<file path="src/rtl/pe_dot_dsp_npack_acc.sv">
// rtl/pe_dot_dsp_npack_acc.sv - sign-magnitude dot-product engine with PACK-per-DSP lanes and a saturating windowed accumulator
module pe_dot_dsp_npack_acc #(
   parameter int FEAT_W   = 8,
   parameter int FILT_W   = 8,
   parameter int LANES    = 4,
   parameter int PACK     = 2,
   parameter int MULT_LAT = 2,
   parameter int ACC_W    = 32
) (
   input  logic                      clock,
   input  logic                      resetn,
   input  logic                      i_valid,
   input  logic                      i_first,
   input  logic                      i_last,
   input  logic [LANES*FEAT_W-1:0]   i_feature,
   input  logic [LANES*FILT_W-1:0]   i_filter,
   output logic                      o_valid,
   output logic [ACC_W-1:0]          o_result,
   output logic                      o_overflow
);

   localparam int MAG_W  = FEAT_W + FILT_W - 2;
   localparam int LVL    = $clog2(LANES);
   localparam int TREE_W = MAG_W + 1 + LVL;
   localparam int NDSP   = LANES / PACK;
   localparam int PIPE   = MULT_LAT + LVL;

   logic signed [TREE_W-1:0] w_leaf [LANES];
   logic signed [TREE_W-1:0] r_node [LANES-1];

   // Each g_dsp is one DSP slice carrying PACK lane multipliers; results do not depend on PACK.
   for (genvar d = 0; d < NDSP; d++) begin : g_dsp
      for (genvar p = 0; p < PACK; p++) begin : g_mul
         localparam int K = d * PACK + p;
         logic [FEAT_W-2:0]       w_fm;
         logic [FILT_W-2:0]       w_gm;
         logic                    w_sgn;
         logic [MAG_W-1:0]        r_mag [MULT_LAT];
         logic                    r_sgn [MULT_LAT];
         logic signed [MAG_W:0]   w_prod;

         assign w_fm  = i_feature[K*FEAT_W +: FEAT_W-1];
         assign w_gm  = i_filter[K*FILT_W +: FILT_W-1];
         assign w_sgn = i_feature[K*FEAT_W + FEAT_W-1] ^ i_filter[K*FILT_W + FILT_W-1];

         always_ff @(posedge clock) begin
            r_mag[0] <= MAG_W'(w_fm) * MAG_W'(w_gm);
            r_sgn[0] <= w_sgn;
            for (int s = 1; s < MULT_LAT; s++) begin
               r_mag[s] <= r_mag[s-1];
               r_sgn[s] <= r_sgn[s-1];
            end
         end

         // A zero magnitude negates to zero, so -0 needs no special case.
         assign w_prod = r_sgn[MULT_LAT-1] ? -$signed({1'b0, r_mag[MULT_LAT-1]})
                                           :  $signed({1'b0, r_mag[MULT_LAT-1]});
         assign w_leaf[K] = {{LVL{w_prod[MAG_W]}}, w_prod};
      end
   end

   // Tree nodes stored level by level: level l starts at index LANES - (LANES >> l).
   always_ff @(posedge clock) begin
      for (int j = 0; j < LANES/2; j++) begin
         r_node[j] <= w_leaf[2*j] + w_leaf[2*j+1];
      end
      for (int l = 1; l < LVL; l++) begin
         for (int j = 0; j < (LANES >> (l+1)); j++) begin
            r_node[LANES - (LANES >> l) + j] <=
               r_node[LANES - (LANES >> (l-1)) + 2*j] + r_node[LANES - (LANES >> (l-1)) + 2*j + 1];
         end
      end
   end

   logic [PIPE-1:0]          r_vld;
   logic [PIPE-1:0]          r_fst;
   logic [PIPE-1:0]          r_lst;
   logic [ACC_W-1:0]         r_acc;
   logic                     r_ovf;
   logic                     r_oval;
   logic [ACC_W-1:0]         r_res;
   logic                     r_oovf;

   logic                     w_av;
   logic                     w_af;
   logic                     w_al;
   logic signed [TREE_W-1:0] w_tree;
   logic [ACC_W:0]           w_base;
   logic [ACC_W:0]           w_tsx;
   logic [ACC_W:0]           w_sum;
   logic                     w_clip;
   logic [ACC_W-1:0]         w_clamp;
   logic                     w_ovf;

   assign w_av   = r_vld[PIPE-1];
   assign w_af   = r_fst[PIPE-1];
   assign w_al   = r_lst[PIPE-1];
   assign w_tree = r_node[LANES-2];

   always_comb begin
      w_base  = w_af ? '0 : {r_acc[ACC_W-1], r_acc};
      w_tsx   = {{(ACC_W+1-TREE_W){w_tree[TREE_W-1]}}, w_tree};
      w_sum   = w_base + w_tsx;
      w_clip  = w_sum[ACC_W] ^ w_sum[ACC_W-1];
      w_clamp = w_sum[ACC_W-1:0];
      if (w_clip) begin
         w_clamp = w_sum[ACC_W] ? {1'b1, {(ACC_W-1){1'b0}}} : {1'b0, {(ACC_W-1){1'b1}}};
      end
      w_ovf   = (w_af ? 1'b0 : r_ovf) | w_clip;
   end

   always_ff @(posedge clock or negedge resetn) begin
      if (!resetn) begin
         r_vld  <= '0;
         r_fst  <= '0;
         r_lst  <= '0;
         r_acc  <= '0;
         r_ovf  <= 1'b0;
         r_oval <= 1'b0;
         r_res  <= '0;
         r_oovf <= 1'b0;
      end else begin
         r_vld  <= {r_vld[PIPE-2:0], i_valid};
         r_fst  <= {r_fst[PIPE-2:0], i_first};
         r_lst  <= {r_lst[PIPE-2:0], i_last};
         r_oval <= 1'b0;
         if (w_av) begin
            r_acc <= w_clamp;
            r_ovf <= w_ovf;
            if (w_al) begin
               r_oval <= 1'b1;
               r_res  <= w_clamp;
               r_oovf <= w_ovf;
            end
         end
      end
   end

   assign o_valid    = r_oval;
   assign o_result   = r_res;
   assign o_overflow = r_oovf;

endmodule
</file>
<file path="config.mk">
export PLATFORM = sky130hd
export DESIGN_NAME = pe_dot_dsp_npack_acc
export DESIGN_NICKNAME = d
export VERILOG_FILES = /design/src/rtl/pe_dot_dsp_npack_acc.sv
export SDC_FILE = /design/constraint.sdc
export NUM_CORES = 1
export LEC_CHECK = 0
export BUFFER_PORTS_ARGS = -buffer_cell sky130_fd_sc_hd__buf_4
export CORE_AREA = 2 2 233 235
export DETAILED_ROUTE_END_ITERATION = 16
export DIE_AREA = 0 0 235 237
export PLACE_DENSITY = 0.51
export SYNTH_ARGS = -nofsm -noshare
export SYNTH_HDL_FRONTEND = slang
export SYNTH_SLANG_ARGS = --single-unit
</file>
<file path="constraint.sdc">
create_clock -name clock -period 4.1 [get_ports clock]
set_input_delay 0.205 -clock clock [delete_from_list [all_inputs] [get_ports clock]]
set_output_delay 0.205 -clock clock [all_outputs]
set_load 0.02 [all_outputs]
</file>
==> results of run 1 <==
-- power groups by stage --
stage	sequential, mW	clock [mW]	combinational (mW)
global placement	4.16	0	8.76
global route	4.26	2.79	10.0
finish	4.12	2.60	8.83
CTS	4.14	2.69	8.94
detailed placement	4.18	0	8.85
floorplan	4.18	0	6.46
-- final cells by class --
| class | count | area [um^2] |
|---|---|---|
| Sequential cell | 248 | 5361 |
| Inverter | 153 | 574.3 |
| Multi-Input combinational cell | 1400 | 11240 |
| Tap cell | 696 | 870.8 |
| Clock buffer | 38 | 873.3 |
| Fill cell | 5294 | 32700 |
| Clock inverter | 11 | 126.4 |
| Timing Repair Buffer | 198 | 1539 |
-- synth_stat cells, types with 5 or more instances --
library cell,n
or3_1,10
o211ai_1,5
dfxtp_1,169
a211oi_1,7
o41a_1,5
o41ai_1,6
and2_1,134
xnor2_1,121
a21oi_1,167
a21o_1,36
inv_1,153
nand4_1,11
nand2b_1,11
xor2_1,31
and3_1,6
o21bai_1,24
fa_1,100
or4_1,7
or2_2,11
o21a_1,20
a31oi_1,11
clkbuf_1,31
nor2b_1,45
dfrtp_1,79
nand2_1,143
nor2_1,118
ha_1,210
o21ai_0,51
nor3_1,20
o31ai_1,22
nand3_1,15
-- path summary, 6_finish.rpt --
path                                               start                             end  slack (ns)
max                                        r_node[0][50]                        r_acc[9]        0.30
min                                        i_feature[16]   g_dsp[1].g_mul[0].r_mag[0][0]        0.03
max reg2reg                                r_node[0][50]                        r_acc[9]        0.30
min reg2reg                g_dsp[0].g_mul[0].r_mag[0][8]  g_dsp[0].g_mul[0].r_mag[0][22]        0.32
max in group asynchronous                         resetn                        r_vld[3]        2.94
min in group asynchronous                         resetn                       r_acc[18]        0.24
-- through the flow --
| step | hold WS, ns | instance area [um^2] | setup WS [ns] | util [%] |
|---|---|---|---|---|
| 6_report | 0.03298 | 20590 | 0.2964 | 38.64 |
| 4_1_cts | 0.004784 | 20570 | 0.2568 | 38.61 |
| 5_1_grt | 0.02448 | 20590 | 0.01233 | 38.64 |
| 3_5_place_dp | 0.2759 | 19410 | -0.1995 | 36.44 |
| 3_3_place_gp | 0.2629 | 19410 | -0.1601 | 36.44 |
| 2_1_floorplan | -0.09059 | 17320 | 0.06003 | - |
-- cells by family (layout without fill, tap and decap cells) --
logic type | Yosys count | count (layout) | synth area share, %
flops | 248 | 248 | 30.96
compound gates | 392 | 393 | 14.42
buf+inv | 189 | 400 | 4.243
simple gates | 541 | 541 | 15.66
mux | 4 | 4 | 0.2746
fa+ha+maj | 310 | 310 | 26.74
xor+xnor | 152 | 152 | 7.691
-- state kept, by name, summed over array words and instances, names as in the netlist --
name,cells
r_ovf,1
r_lst,4
g_dsp.g_mul.r_sgn,8
o_result,32
o_overflow,1
g_dsp.g_mul.r_mag,112
r_vld,4
r_node,49
o_valid,1
r_acc,32
r_fst,4
-- per-layer routing --
layer	share of wire, %	up-vias	global-route usage, %
met5	0	-	0
met4	1.8	0	3.165
met3	2.6	44	1.352
met2	48	159	23.78
met1	48	6091	17.36
li1	-	6621	-
-- worst max-delay path, cell delays in order (launching register included) --
cell and delay [ns]:
dfxtp_1 0.84, ha_1 0.42, a21oi_1 0.24, o21ai_0 0.18, a211o_1 0.33, a221o_1 0.31, a21oi_1 0.22, a21oi_1 0.11
mux2_4 0.45, a21oi_1 0.42, a21oi_1 0.13
-- timing repair --
action                                 4_1_cts  5_1_grt
setup endpoints to repair                    0        3
endpoints found under the hold margin       55        0
resized for setup                            0        0
hold buffers                                16        0
==> key figures, run 1 <==
Outcome
  – Status: finished clean

Global routing
  – Largest net degree at the start of global routing: 67
  – Vias in the first global route: 13360
  – Grt ovf: 0
  – First-pass GRT wire length: 63.39 mm
  – Initial antenna violation count: 0
  – Overall routing resource usage: 13.36%

Drt
  – Routed WL per cell: 13.39 um
  – DRC: 0
  – Total wire length: 36.75 mm
  – Vias: 12920
  – Routed Antenna Nets: 0
  – Pre-antenna DRT Iters: 4
  – First DRT Iteration DRCs: 480
  – Vias/cell: 4.707

Power and ir drop
  – Design Power: 15.55 mW
  – Sw Share: 41.04%
  – Sequential Power Share: 26.5%
  – Leakage: 9.639 nW
  – Peak supply drop: 0.2965 mV
  – Internal: 9.172 mW
  – Power per cell area: 755.6 nW/um^2
  – Clk pwr share: 16.7%
  – Logic pwr share: 56.8%
  – Net Switching: 6.383 mW

Setup path
  – WP data arrival: 4.19 ns
  – Critical path startpoint category: flop
  – Critical Path RT: 4.49 ns
  – Worst-path maximum fanout: 31
  – Reg2reg path depth: 10
  – Kind of critical path: flop to flop
  – Setup crit end kind: flop

Layout
  – Fraction of layout instances using a drive strength above 1: 12.50%
  – Area grow syn2layout: 18.93%
  – Commonest cells after routing, fill and taps aside: 209 x ha_1, 181 x buf_4, 169 x dfxtp_1
  – Final Non-Filler Cells: 2744
  – Final layout net count: 2407
  – N_diodes: 0
  – Most common cell after layout, fill and taps aside: ha_1

Clock network
  – Postcts setup bufs: 0
  – Clock latency on the worst-skew pair: 0.54 ns
  – Number of buffers created by CTS: 27
  – Clk buf depth: 3
  – Clock transition at path regs: 0.06 ns
  – TritonCTS clock tree: yes
  – Htree depth: 1
  – Sink Count: 248
  – CTS root buf: clkbuf_16

Synthesis
  – Avg Cell Area, Syn: 9.428 um^2
  – Biggest area consumer among synthesized cells: dfxtp_1
  – Top_reg_cell synth: dfxtp_1
  – Count of cell types in the netlist: 65
  – Net Count, Synth: 2215
  – FF+latch count, synth: 248
  – Ranking of synthesized cells by area: dfxtp_1 20%, ha_1 15%, fa_1 12%
  – Post-synthesis sequential area ratio: 30.96%
  – Synthesized area: 17310 um^2
  – Syn Inst Count: 1836
  – Synth warnings: 0
  – Ys async rst share: 31.85%
  – Number of synthesized flops with an enable pin: 0
  – Post-synth top area share: 19.54%

STA
  – Skew final: 0.009688 ns
  – Final min period: 3.804 ns
  – Number of setup violations in the final report: 0
  – Max_slew headroom: 46.38%
  – Sum of negative setup slack: 0 ns
  – Final Slew Violations: 0
  – RSZ-0062 raised after global routing: false
  – Final Cycle Share: 92.77%
  – Final Hold Vio Count: 0
  – Max Fclk: 262.9 MHz
  – Worst Max-Slew Pin Slew: 0.8032 ns

Job
  – Max-cap viol count: 0

Floorplan
  – DIE WIDTH: 235 um
  – Initial Utilization: 32.49%
  – FP Rows: 85
  – Die height: 237 um
  – Die area: 55700 um^2
  – Core Area: 53280 um^2
  – Number of placed I/O pins: 103

Worst hold path
  – Tightest Hold Check Type: input pin to flop
  – Hold depth: 3

Placed design
  – Dpl hpwl: 29.50 mm
  – Post-Place Cells: 2678
  – Gp weighted congestion: 0.8769
  – I/O Buffers: 102
No activity file was read; power rests on OpenSTA's default activity.
==> run 2, diff against run 1 <==
- CORE_AREA: 2 2 233 235 -> 2 2 190 192
- DIE_AREA: 0 0 235 237 -> 0 0 192 194
- PLACE_DENSITY: 0.51 -> 0.7
- REMOVE_ABC_BUFFERS: default -> 1
==> key figures, run 2 (synthesis results as in run 1) <==
Setup path
  – WP data arrival: 4.28 ns (+0.09 ns)
  – Critical path startpoint category: flop
  – RR Startpoint: r_fst[3]
  – R2r endpoint: r_acc[8]
  – R2R setup slack: 0.26 ns (-0.04 ns)
  – Critical Path RT: 4.53 ns (+0.04 ns)
  – Reg2reg path depth: 11 (+1)
  – Kind of critical path: flop to flop
  – Worst-path maximum fanout: 25 (-19%)
  – Setup crit end kind: flop

Floorplan
  – Die height: 194 um (-18%)
  – Die area: 37250 um^2 (-33%)
  – Core Area: 35220 um^2 (-34%)
  – Initial Utilization: 49.14% (+17 points)
  – DIE WIDTH: 192 um (-18%)
  – FP Rows: 69 (-19%)
  – Number of placed I/O pins: 103 (unchanged)

Layout
  – Fillers: 3124 (-41%)
  – Register Area: 5361 um^2 (unchanged)
  – N_diodes: 0 (unchanged)
  – Biggest regs: g_dsp.g_mul.r_mag (112), r_node (49)
  – Post-layout util: 56.92% (+18 points)
  – Fraction of layout instances using a drive strength above 1: 11.95% (-0.55 points)
  – Multi-input logic area: 11220 um^2 (-0.22%)
  – Final layout net count: 2401 (-0.25%)
  – Commonest cells after routing, fill and taps aside: 210 x ha_1, 177 x buf_4, 169 x dfxtp_1
  – Max reg flops: 112 (unchanged)
  – Area grow syn2layout: 15.83%
  – Largest Register: g_dsp.g_mul.r_mag
  – Most common cell after layout, fill and taps aside: ha_1

Drt
  – Total wire length: 34.18 mm (-7.0%)
  – Pre-antenna DRT Iters: 5 (+1)
  – Routed Antenna Nets: 0 (unchanged)
  – DRC: 0 (unchanged)
  – Vias/cell: 5.155 (+9.5%)
  – Vias: 12900 (-0.14%)
  – Routed WL per cell: 13.66 um (+2.0%)
  – First DRT Iteration DRCs: 483 (+0.63%)

STA
  – Skew final: 0.02345 ns (+0.01376 ns)
  – Max_slew headroom: 48.31% (+1.9 points)
  – Final Hold Vio Count: 0 (unchanged)
  – Number of setup violations in the final report: 0 (unchanged)
  – PnR worst setup slack: 0.2558 ns (-0.04056 ns)
  – Final Slew Violations: 0 (unchanged)
  – Final min period: 3.844 ns (+0.04056 ns)
  – Final Cycle Share: 93.76% (+0.99 points)
  – Worst Max-Slew Pin Slew: 0.7753 ns (-0.02789 ns)
  – Max Fclk: 260.1 MHz (-1.1%)
  – RSZ-0062 raised after global routing: false

Worst hold path
  – Hold depth: 3 (unchanged)
  – Worst hold path startpoint: i_feature[24]
  – Tightest Hold Check Type: input pin to flop
  – Hold EP: g_dsp[1].g_mul[1].r_mag[0][0]

Power and ir drop
  – Power per cell area: 751.3 nW/um^2 (-0.57%)
  – Peak supply drop: 0.4313 mV (+45%)
  – Leakage: 9.539 nW (-1.0%)

Clock network
  – Clk buf depth: 3 (unchanged)
  – Sink Count: 248 (unchanged)
  – CTS root buf: clkbuf_16
  – Post_cts resized: 0 (unchanged)
  – Number of buffers created by CTS: 26 (-3.7%)
  – Clock transition at path regs: 0.06 ns (about the same)
  – Postcts setup bufs: 0 (unchanged)
  – Htree depth: 1 (unchanged)
  – TritonCTS clock tree: yes
  – Clock latency on the worst-skew pair: 0.53 ns (about the same)

Global routing
  – Vias in the first global route: 13050 (-2.3%)
  – Grt ovf: 0 (unchanged)
  – Overall routing resource usage: 18.70% (+5.3 points)
  – Largest net degree at the start of global routing: 67 (unchanged)
  – First-pass GRT wire length: 59.11 mm (-6.8%)
  – Initial antenna violation count: 0 (unchanged)

Placed design
  – Dpl hpwl: 27.21 mm (-7.8%)
  – Gp weighted congestion: 0.9145 (+4.3%)
  – Post-place setup slack: -0.2114 ns (-0.01190 ns)
  – I/O Buffers: 102 (unchanged)

Job
  – Max-cap viol count: 0 (unchanged)

Outcome
  – Status: finished clean
==> run 2: worst max path at each step <==
stage                   from                        endpoint  slack (ns)  cells after the start
2_1_floorplan   i_filter[30]  g_dsp[1].g_mul[1].r_mag[0][13]       -0.01                     15
3_3_place_gp   i_feature[24]  g_dsp[1].g_mul[1].r_mag[0][13]       -0.18                     16
3_5_place_dp   i_feature[24]  g_dsp[1].g_mul[1].r_mag[0][13]       -0.21                     16
4_1_cts             r_fst[3]                        r_acc[9]        0.22                     11
5_1_grt             r_fst[3]                        r_acc[7]        0.03                     11
6_report            r_fst[3]                        r_acc[8]        0.26                     11
==> run 2: area by class of cell <==
class                           count  share of cell area, %
Multi-Input combinational cell   1399                  55.94
Tap cell                          461                  2.877
Clock inverter                     12                 0.3807
Timing Repair Buffer              194                  7.476
Inverter                          153                  2.864
Clock buffer                       35                  3.719
Sequential cell                   248                  26.74
==> run 2: critical path: stages, from the launching register on <==
cell and delay, ns:
dfrtp_1 0.47, buf_4 0.29, nor2b_1 0.08, ha_1 0.40, o21a_1 0.23, o221a_1 0.25
or3_1 0.39, a21o_1 0.23, and3_4 0.21, a22oi_4 0.66, a21oi_1 0.31, a21oi_1 0.22
==> run 2: routing by layer <==
layer	share of wire, %	track usage, %
met3	3.0	2.045
met1	47	24.91
met5	0	0
met4	2.0	4.495
met2	48	32.45
==> run 2: power by group <==
part | switching [mW] | internal [mW] | leakage (nW)
clock | 0.918 | 1.28 | 0.411
combinational | 4.75 | 4.00 | 6.81
sequential | 0.568 | 3.55 | 2.32
total | 6.23 | 8.83 | 9.54
==> run 2: timing repair <==
item / 4_1_cts / 5_1_grt
endpoints found under the setup margin: 0 / 0
hold buffers: 17 / 0
endpoints found under the hold margin: 52 / 0
==> run 2: metrics by stage <==
step / power [mW] / cell area, um^2 / TNS [ns] / hold WS [ns] / std cells
final: 15.06 / 20050 / 0 / 0.03328 / 2502
after global routing: 16.45 / 20050 / 0 / 0.03084 / 2502
after CTS: 15.18 / 20050 / 0 / 0.002758 / 2502
after detailed placement: 12.85 / 19060 / -0.7630 / 0.2370 / 2438
after global placement: 12.68 / 19060 / -0.5395 / 0.2299 / 2438
after floorplan: 10.59 / 17150 / -0.01110 / -0.09059 / 1800
